### src/rtl/riscv_pkg.sv
// Shared encodings for the RISC-V controllers: opcodes, datapath selects,
// ALU control codes and the multi-cycle sequencer state set.
`timescale 1ns/1ps
package riscv_pkg;

    localparam logic [6:0] OP_LOAD  = 7'b0000011;
    localparam logic [6:0] OP_STORE = 7'b0100011;
    localparam logic [6:0] OP_RTYPE = 7'b0110011;
    localparam logic [6:0] OP_ITYPE = 7'b0010011;
    localparam logic [6:0] OP_BEQ   = 7'b1100011;
    localparam logic [6:0] OP_JAL   = 7'b1101111;
    localparam logic [6:0] OP_LUI   = 7'b0110111;

    localparam logic [3:0] ALU_ADD = 4'b0010;
    localparam logic [3:0] ALU_SUB = 4'b0110;
    localparam logic [3:0] ALU_AND = 4'b1110;
    localparam logic [3:0] ALU_OR  = 4'b0001;

    localparam logic [2:0] EXT_I = 3'b000;
    localparam logic [2:0] EXT_S = 3'b001;
    localparam logic [2:0] EXT_B = 3'b010;
    localparam logic [2:0] EXT_J = 3'b011;
    localparam logic [2:0] EXT_U = 3'b100;

    localparam logic [1:0] RES_ALUOUT = 2'b00;
    localparam logic [1:0] RES_DATA   = 2'b01;
    localparam logic [1:0] RES_ALU    = 2'b10;
    localparam logic [1:0] RES_IMM    = 2'b11;

    localparam logic [1:0] SRCA_PC    = 2'b00;
    localparam logic [1:0] SRCA_OLDPC = 2'b01;
    localparam logic [1:0] SRCA_RD1   = 2'b10;

    localparam logic [1:0] SRCB_RD2  = 2'b00;
    localparam logic [1:0] SRCB_IMM  = 2'b01;
    localparam logic [1:0] SRCB_FOUR = 2'b10;

    typedef enum logic [3:0] {
        S_FETCH,
        S_DECODE,
        S_MEMADR,
        S_MEMREAD,
        S_MEMWB,
        S_MEMWRITE,
        S_EXECR,
        S_EXECI,
        S_ALUWB,
        S_BEQ,
        S_JAL,
        S_LUI,
        S_HALT
    } state_e;

endpackage

### src/rtl/alu_decoder.sv
// Combinational ALU operation decode from funct3/funct7_5; funct7_5 only
// selects SUB for register-register instructions.
`timescale 1ns/1ps
module alu_decoder
    import riscv_pkg::*;
(
    input  logic [2:0] funct3,
    input  logic       funct7_5,
    input  logic       is_rtype,
    output logic [3:0] alu_control
);

    always_comb begin
        alu_control = ALU_ADD;
        case (funct3)
            3'b000:  alu_control = (is_rtype && funct7_5) ? ALU_SUB : ALU_ADD;
            3'b111:  alu_control = ALU_AND;
            3'b110:  alu_control = ALU_OR;
            default: alu_control = ALU_ADD;
        endcase
    end

endmodule

### src/rtl/multicycle_controller.sv
// Multi-cycle RISC-V sequencer with ready-based memory handshake and a
// memory-wait watchdog. Optional ILLEGAL_TRAP_EN halts on unknown opcodes.
`timescale 1ns/1ps
module multicycle_controller
    import riscv_pkg::*;
#(
    parameter int unsigned MAX_WAIT = 15,
    parameter int unsigned WAIT_W   = 8
) (
    input  logic       clk,
    input  logic       rst_n,
    input  logic [6:0] opcode,
    input  logic [2:0] funct3,
    input  logic       funct7_5,
    input  logic       zero,
    input  logic       mem_ready,
    output logic       mem_req,
    output logic       mem_we,
    output logic       sel_adr,
    output logic       ir_we,
    output logic       pc_we,
    output logic       rf_we,
    output logic [1:0] sel_alu_src_a,
    output logic [1:0] sel_alu_src_b,
    output logic [1:0] sel_result,
    output logic [3:0] alu_control,
    output logic [2:0] sel_ext,
    output logic       retire,
    output logic       mem_err
`ifdef ILLEGAL_TRAP_EN
    ,
    output logic       illegal_instr
`endif
);

    state_e            state, state_next;
    logic [WAIT_W-1:0] wait_cnt;
    logic [3:0]        dec_alu;
    logic              is_rtype;
    logic              wd_trip;

    assign is_rtype = (state == S_EXECR);

    // Derived from state rather than mem_req to keep next-state logic acyclic.
    assign wd_trip = (state == S_FETCH || state == S_MEMREAD || state == S_MEMWRITE)
                     && !mem_ready && (wait_cnt == WAIT_W'(MAX_WAIT));

    alu_decoder u_alu_decoder (
        .funct3      (funct3),
        .funct7_5    (funct7_5),
        .is_rtype    (is_rtype),
        .alu_control (dec_alu)
    );

    always_ff @(posedge clk or negedge rst_n) begin
        if (!rst_n) state <= S_FETCH;
        else        state <= state_next;
    end

    always_ff @(posedge clk or negedge rst_n) begin
        if (!rst_n)                   wait_cnt <= '0;
        else if (mem_req && !mem_ready) wait_cnt <= wait_cnt + 1'b1;
        else                          wait_cnt <= '0;
    end

    always_ff @(posedge clk or negedge rst_n) begin
        if (!rst_n)       mem_err <= 1'b0;
        else if (wd_trip) mem_err <= 1'b1;
    end

`ifdef ILLEGAL_TRAP_EN
    // DECODE reaches HALT only through an unknown opcode.
    always_ff @(posedge clk or negedge rst_n) begin
        if (!rst_n)                                         illegal_instr <= 1'b0;
        else if (state == S_DECODE && state_next == S_HALT) illegal_instr <= 1'b1;
    end
`endif

    // Outputs are forced low while reset is held, even though state reads FETCH.
    always_comb begin
        state_next    = state;
        mem_req       = 1'b0;
        mem_we        = 1'b0;
        sel_adr       = 1'b0;
        ir_we         = 1'b0;
        pc_we         = 1'b0;
        rf_we         = 1'b0;
        sel_alu_src_a = '0;
        sel_alu_src_b = '0;
        sel_result    = '0;
        alu_control   = '0;
        sel_ext       = '0;
        retire        = 1'b0;
        if (rst_n) begin
            case (state)
                S_FETCH: begin
                    mem_req       = 1'b1;
                    sel_alu_src_a = SRCA_PC;
                    sel_alu_src_b = SRCB_FOUR;
                    alu_control   = ALU_ADD;
                    sel_result    = RES_ALU;
                    if (mem_ready) begin
                        ir_we      = 1'b1;
                        pc_we      = 1'b1;
                        state_next = S_DECODE;
                    end
                end
                S_DECODE: begin
                    sel_alu_src_a = SRCA_OLDPC;
                    sel_alu_src_b = SRCB_IMM;
                    alu_control   = ALU_ADD;
                    case (opcode)
                        OP_LOAD:  state_next = S_MEMADR;
                        OP_STORE: begin sel_ext = EXT_S; state_next = S_MEMADR; end
                        OP_RTYPE: state_next = S_EXECR;
                        OP_ITYPE: state_next = S_EXECI;
                        OP_BEQ:   begin sel_ext = EXT_B; state_next = S_BEQ; end
                        OP_JAL:   begin sel_ext = EXT_J; state_next = S_JAL; end
                        OP_LUI:   begin sel_ext = EXT_U; state_next = S_LUI; end
`ifdef ILLEGAL_TRAP_EN
                        default:  state_next = S_HALT;
`else
                        default:  begin retire = 1'b1; state_next = S_FETCH; end
`endif
                    endcase
                end
                S_MEMADR: begin
                    sel_alu_src_a = SRCA_RD1;
                    sel_alu_src_b = SRCB_IMM;
                    alu_control   = ALU_ADD;
                    if (opcode == OP_STORE) begin
                        sel_ext    = EXT_S;
                        state_next = S_MEMWRITE;
                    end else begin
                        sel_ext    = EXT_I;
                        state_next = S_MEMREAD;
                    end
                end
                S_MEMREAD: begin
                    mem_req    = 1'b1;
                    sel_adr    = 1'b1;
                    sel_result = RES_ALUOUT;
                    if (mem_ready) state_next = S_MEMWB;
                end
                S_MEMWB: begin
                    sel_result = RES_DATA;
                    rf_we      = 1'b1;
                    retire     = 1'b1;
                    state_next = S_FETCH;
                end
                S_MEMWRITE: begin
                    mem_req    = 1'b1;
                    mem_we     = 1'b1;
                    sel_adr    = 1'b1;
                    sel_result = RES_ALUOUT;
                    if (mem_ready) begin
                        retire     = 1'b1;
                        state_next = S_FETCH;
                    end
                end
                S_EXECR: begin
                    sel_alu_src_a = SRCA_RD1;
                    sel_alu_src_b = SRCB_RD2;
                    alu_control   = dec_alu;
                    state_next    = S_ALUWB;
                end
                S_EXECI: begin
                    sel_alu_src_a = SRCA_RD1;
                    sel_alu_src_b = SRCB_IMM;
                    sel_ext       = EXT_I;
                    alu_control   = dec_alu;
                    state_next    = S_ALUWB;
                end
                S_ALUWB: begin
                    sel_result = RES_ALUOUT;
                    rf_we      = 1'b1;
                    retire     = 1'b1;
                    state_next = S_FETCH;
                end
                S_BEQ: begin
                    sel_alu_src_a = SRCA_RD1;
                    sel_alu_src_b = SRCB_RD2;
                    alu_control   = ALU_SUB;
                    sel_result    = RES_ALUOUT;
                    pc_we         = zero;
                    retire        = 1'b1;
                    state_next    = S_FETCH;
                end
                S_JAL: begin
                    sel_alu_src_a = SRCA_OLDPC;
                    sel_alu_src_b = SRCB_FOUR;
                    alu_control   = ALU_ADD;
                    sel_result    = RES_ALUOUT;
                    pc_we         = 1'b1;
                    sel_ext       = EXT_J;
                    state_next    = S_ALUWB;
                end
                S_LUI: begin
                    sel_ext    = EXT_U;
                    sel_result = RES_IMM;
                    rf_we      = 1'b1;
                    retire     = 1'b1;
                    state_next = S_FETCH;
                end
                S_HALT:  state_next = S_HALT;
                default: state_next = S_FETCH;
            endcase
            if (wd_trip) state_next = S_HALT;
        end
    end

endmodule

### config.mk
export PLATFORM = sky130hd
export DESIGN_NAME = multicycle_controller
export DESIGN_NICKNAME = d
export VERILOG_FILES = /design/src/rtl/riscv_pkg.sv /design/src/rtl/alu_decoder.sv /design/src/rtl/multicycle_controller.sv
export SDC_FILE = /design/constraint.sdc
export NUM_CORES = 1
export LEC_CHECK = 0
export BUFFER_PORTS_ARGS = -buffer_cell sky130_fd_sc_hd__buf_4
export CORE_AREA = 2 2 75 70
export DETAILED_ROUTE_END_ITERATION = 12
export DIE_AREA = 0 0 77 72
export GPL_TIMING_DRIVEN = 0
export SYNTH_ARGS = -nofsm -noshare
export SYNTH_HDL_FRONTEND = slang
export SYNTH_SLANG_ARGS = --single-unit
### constraint.sdc
create_clock -name clk -period 5.34 [get_ports clk]
set_input_delay 1.068 -clock clk [delete_from_list [all_inputs] [get_ports clk]]
set_output_delay 1.068 -clock clk [all_outputs]
set_load 0.005 [all_outputs]
# Word-level counts from Yosys, hierarchy flattened
# Cells that the tools add are included.
[classes]
addsub = 1
n_eq_ne = 25
reduce_logical = 23
n_mux = 38
[ops]
columns = ["cell", "n"]
rows = [
  ["$pmux W4 S7", 1],
  ["$pmux W3 S4", 2],
  ["$pmux W4 S3", 2],
  ["$pmux W4 S6", 1],
  ["$eq A7 B6 Y1 const B", 3],
  ["$eq A4 B4 Y1 const B", 5],
  ["$mux W4", 5],
  ["$eq A4 B3 Y1 const B", 4],
  ["$mux W1", 15],
  ["$eq A7 B7 Y1 const B", 2],
  ["$reduce_or A3 Y1", 4],
  ["$reduce_or A4 Y1", 3],
  ["$reduce_or A2 Y1", 5],
  ["$mux W3", 3],
  ["$ne A3 B3 Y1 const B", 3],
  ["$add A8 B1 Y8 const B", 1],
  ["$eq A4 B2 Y1 const B", 2],
  ["$eq A8 B4 Y1 const B", 1],
  ["$mux W8", 1],
  ["$pmux W2 S2", 2],
  ["$eq A7 B2 Y1 const B", 1],
  ["$eq A7 B5 Y1 const B", 1],
  ["$reduce_or A7 Y1", 1],
  ["$eq A3 B3 Y1 const B", 2],
  ["other kinds (10)", 17],
]
[word_totals]
register_bits = 13

# Depth between registers and ports, before layout
[depth]
depth_word = 7
ltp_mapped = 6
depth_no_buf = 5

# Hierarchy
# A second synthesis with hierarchy kept.
[unflattened]
hier_cells = 176
hier_area_um2 = 1290.0
[by_module_without_submodules]
columns = ["mod", "cells_per_inst", "n_inst", "area_each_um2"]
rows = [
  ["multicycle_controller", 170, 1, 1251.2],
  ["alu_decoder", 6, 1, 38.8],
]

# Least setup slack after synthesis
# Ideal clock, no wire load.
[synth_path]
kind = "input-to-output"
from = "input port opcode[2]"
to = "output port retire"
slack_ns = 2.178
arrival_time_ns = 2.094
path_stages = 5
path_cell_list = "buf_4 > or4b_1 > o211ai_2 > a2111oi_0 > o21a_1"
[synth_between]
elab_chain_cells = 5
elab_cells_between_ends = 11
cone_classes = "eq/ne: 7; mux: 3; reduce/logical: 1"
[synth_rtl]
columns = ["element", "line_no", "source"]
rows = [
  ["from (decl)", "multicycle_controller.sv:12", "input logic [6:0] opcode,"],
  ["$eq A7 B6 Y1 (tied with other cells)", "multicycle_controller.sv:112", "case (opcode)"],
  ["$reduce_or A7 Y1 (no source line) (*)", "--", ""],
  ["$mux W1 (*)", "multicycle_controller.sv:112", ""],
  ["$pmux W1 S3 (*)", "multicycle_controller.sv:95", "case (state)"],
  ["$mux W1 (*)", "multicycle_controller.sv:94", "if (rst_n) begin"],
  ["to (decl)", "multicycle_controller.sv:28", "output logic retire,"],
]
# Mark *: on every way between the ends. The rest lies on a longest branch, timed or not.

# Final worst setup path
[layout_path]
from = "input port rst_n"
to = "output port ir_we"
[layout_between]
elab_chain_cells = 1
[layout_rtl]
columns = ["element", "line_no", "source"]
rows = [
  ["from (decl)", "multicycle_controller.sv:11", "input logic rst_n,"],
  ["$mux W1", "multicycle_controller.sv:94", ""],
  ["to (decl)", "multicycle_controller.sv:20", "output logic ir_we,"],
]
# No other way between the ends.

==> qor.yml <==
worst_setup_path:
  required_ps: 4270
  startpoint_type: "input port"
  cp_top_family: "simple AND/OR/NAND/NOR gates"
  cp_cell_sequence: "buf_4, buf_2, or3b_2, nor4b_1, buf_4"
  worst-setup-path-type: "in -> out"
  cp.depth: 5
  r2r_cells: 4
  crit_path_end_kind: "output pin"
  slowest_delay_ps: 520
  slowest_stage: "or3b_2"
  critPathBufInv: 3
  crit_fanout: 15
  cp.arrival_ps: 2570
  critPathMostFrequentCell: "buf_4"
clock_tree:
  root_buffer: "clkbuf_8"
  clockBufferDepth: 2
  clk_latency_ps: 250
  cts_buffers: 3
  cts_tree: "yes"
  clock_sink_count: 13
  cts_resized: 0
  clk_pin_slew_ps: 50
  htreeDepth: 1
  holdBufCountCts: 0
  post-cts-setup-buffers: 0
route:
  routed-via-count: 1414
  drt_pass1_iterations: 4
  drc: 0
  via_per_inst: 5.05
  drtIter0Drc: 84
  wl_per_cell_um: 13.3
  drt.antenna.violating_nets: 0
  wirelength_um: 3740
synth:
  syn_area_um2: 1380
  synthFlopType: "dfrtp_1"
  synth_nets: 196
  yosysUniqueCellTypes: 53
  synth-async-reset-ratio: 1.00
  avgSynthCellArea_um2: 7.64
  ys_ff_latch: 13
  synth_edf_count: 0
  yosys_warnings: 0
  syn-instance-count: 180
  seq_area_frac_synth: 0.237
die:
  fp.dieArea_um2: 5540
  top_level_ports: 36
  dieWidth_um: 77
  fp.coreArea_um2: 4740
  die_height_um: 72
  rows: 24
  start_util: 0.290
sta:
  setup_viol: 0
  rsz0062_at_grt: "no"
  holdWs_ps: 463
  max_slew_margin: 0.651
  finalCriticalPeriod_ps: 3640
  maxSlewViolCount: 0
  setup_ws_ps: 1700
  worstMarginPinSlew_ps: 523
  period_share: 0.681
  tns_ps: 0
  skew_ps: 2.27
  max_clock_freq_mhz: 275
  hold_violations: 0
placement:
  place_ws_ps: 1660
  hpwl_um: 2750
  gp_congestion: 0.855
  portBuffers: 31
finish:
  synthToLayoutAreaGrowth_pct: 26.2
  antenna_cells: 0
  fin_util: 0.366
  nets: 232
  drive_gt1_frac: 0.256
worst_hold_path:
  hold_class: "reg -> reg"
  holdPathStages: 1
global_routing:
  grt.total_usage: 0.136
  grt_max_degree: 16
  overflow: 0
  antenna_found_initial: 0
  grt_pass1_wl_um: 6180
  grt_pass1_vias: 1309
power_and_ir_drop:
  powerDensity_nw_per_um2: 312
  p_total_w: 0.000542
  peakVddDrop_uv: 96.7
  p_leak_nw: 0.704
flow_run:
  cap_viol_max_count: 0
run_status:
  status: "completed"
## kinds of logic after synthesis
family,Yosys count,synth area share
AOI/OAI and AO/OA,43,0.216
xor gates and xnor gates,9,0.0628
adders and majority gates,2,0.0164
buffers and inverters,22,0.0846
DFF,13,0.237
and+or+nand+nor,91,0.384
## cell usage after synthesis (3+ instances only)
| master | n | share of area |
|---|---|---|
| a21oi_1 | 15 | 0.055 |
| nand3_1 | 10 | 0.036 |
| nand2_1 | 15 | 0.041 |
| nand3b_1 | 3 | 0.016 |
| and3_1 | 3 | 0.014 |
| nand2b_1 | 4 | 0.018 |
| or4_1 | 3 | 0.016 |
| nor4b_1 | 4 | 0.025 |
| a21o_1 | 3 | 0.016 |
| o21a_1 | 3 | 0.016 |
| nor2_1 | 18 | 0.049 |
| nor3_1 | 7 | 0.025 |
| inv_1 | 6 | 0.016 |
| o21ai_0 | 5 | 0.018 |
| xnor2_1 | 6 | 0.038 |
| nor2b_1 | 7 | 0.032 |
| dfrtp_1 | 13 | 0.24 |
| buf_2 | 9 | 0.033 |
## cell usage in the layout, fill, tap and decap left out, types with 2 or more instances in the layout
cell type / instances
or3b_2: 2
clkbuf_8: 3
nand4b_1: 2
buf_2: 9
nor4_1: 2
a21oi_1: 15
buf_4: 33
clkbuf_1: 2
or4_1: 3
nor2b_1: 7
o221ai_1: 2
o211ai_1: 2
o21ai_0: 5
nor2_1: 18
xnor2_1: 6
nand3_1: 10
nor4b_1: 4
dfrtp_1: 13
and3_1: 3
nand2_1: 15
nand2b_1: 4
nor3_1: 7
o21a_1: 3
buf_6: 2
inv_1: 6
nand3b_1: 3
a21o_1: 3
a22oi_1: 2
xor2_1: 2
nor3b_1: 2
## routing by layer
layer / global-route usage / vias up / routed length (µm) / part of all wire
met3: 0.0261 / 8 / 208 / 0.056
met4: 0.0536 / 0 / 80 / 0.021
met2: 0.212 / 33 / 1630 / 0.44
met5: 0 / - / 0 / 0
li1: - / 719 / - / -
met1: 0.188 / 654 / 1820 / 0.49
## path summary, 6_finish.rpt
kind                             startpoint     endpoint  slack [ps]
worst max-delay path                  rst_n        ir_we        1700
worst min-delay path            wait_cnt[0]  wait_cnt[0]         460
worst max register to register     state[1]     state[2]        3690
worst min register to register  wait_cnt[0]  wait_cnt[0]         460
max in group asynchronous             rst_n  wait_cnt[5]        4510
min in group asynchronous             rst_n  wait_cnt[7]         660
## flip-flops by register name, summed over array words and instances, names as in the netlist
register / count
wait_cnt: 8
state: 4
mem_err: 1
## final cells by class
type / count / area (µm²)
plain buffers: 16 / 93.8
clock buffers: 3 / 41.3
clock inverters: 1 / 5.00
fillers: 530 / 3010
inverters: 6 / 22.5
multi-input cells: 145 / 933
flip-flops and latches: 13 / 325
well taps: 65 / 81.3
repair buffers: 31 / 233
## report_power, final
group	internal (W)	total (W)	switching, W	leakage [nW]
Clock	0.0000516	0.0000871	0.0000355	0.0255
Sequential	0.000111	0.000115	0.00000448	0.171
Combinational	0.000142	0.000340	0.000198	0.507
Total	0.000304	0.000542	0.000238	0.704
## metrics by stage
step / instances / cell area [µm²]
final: 280 / 1740
after global routing: 280 / 1740
after CTS: 280 / 1740
after detailed placement: 276 / 1690
after global placement: 276 / 1690
after floorplan: 180 / 1380
Power figures use the tool's default switching activity.
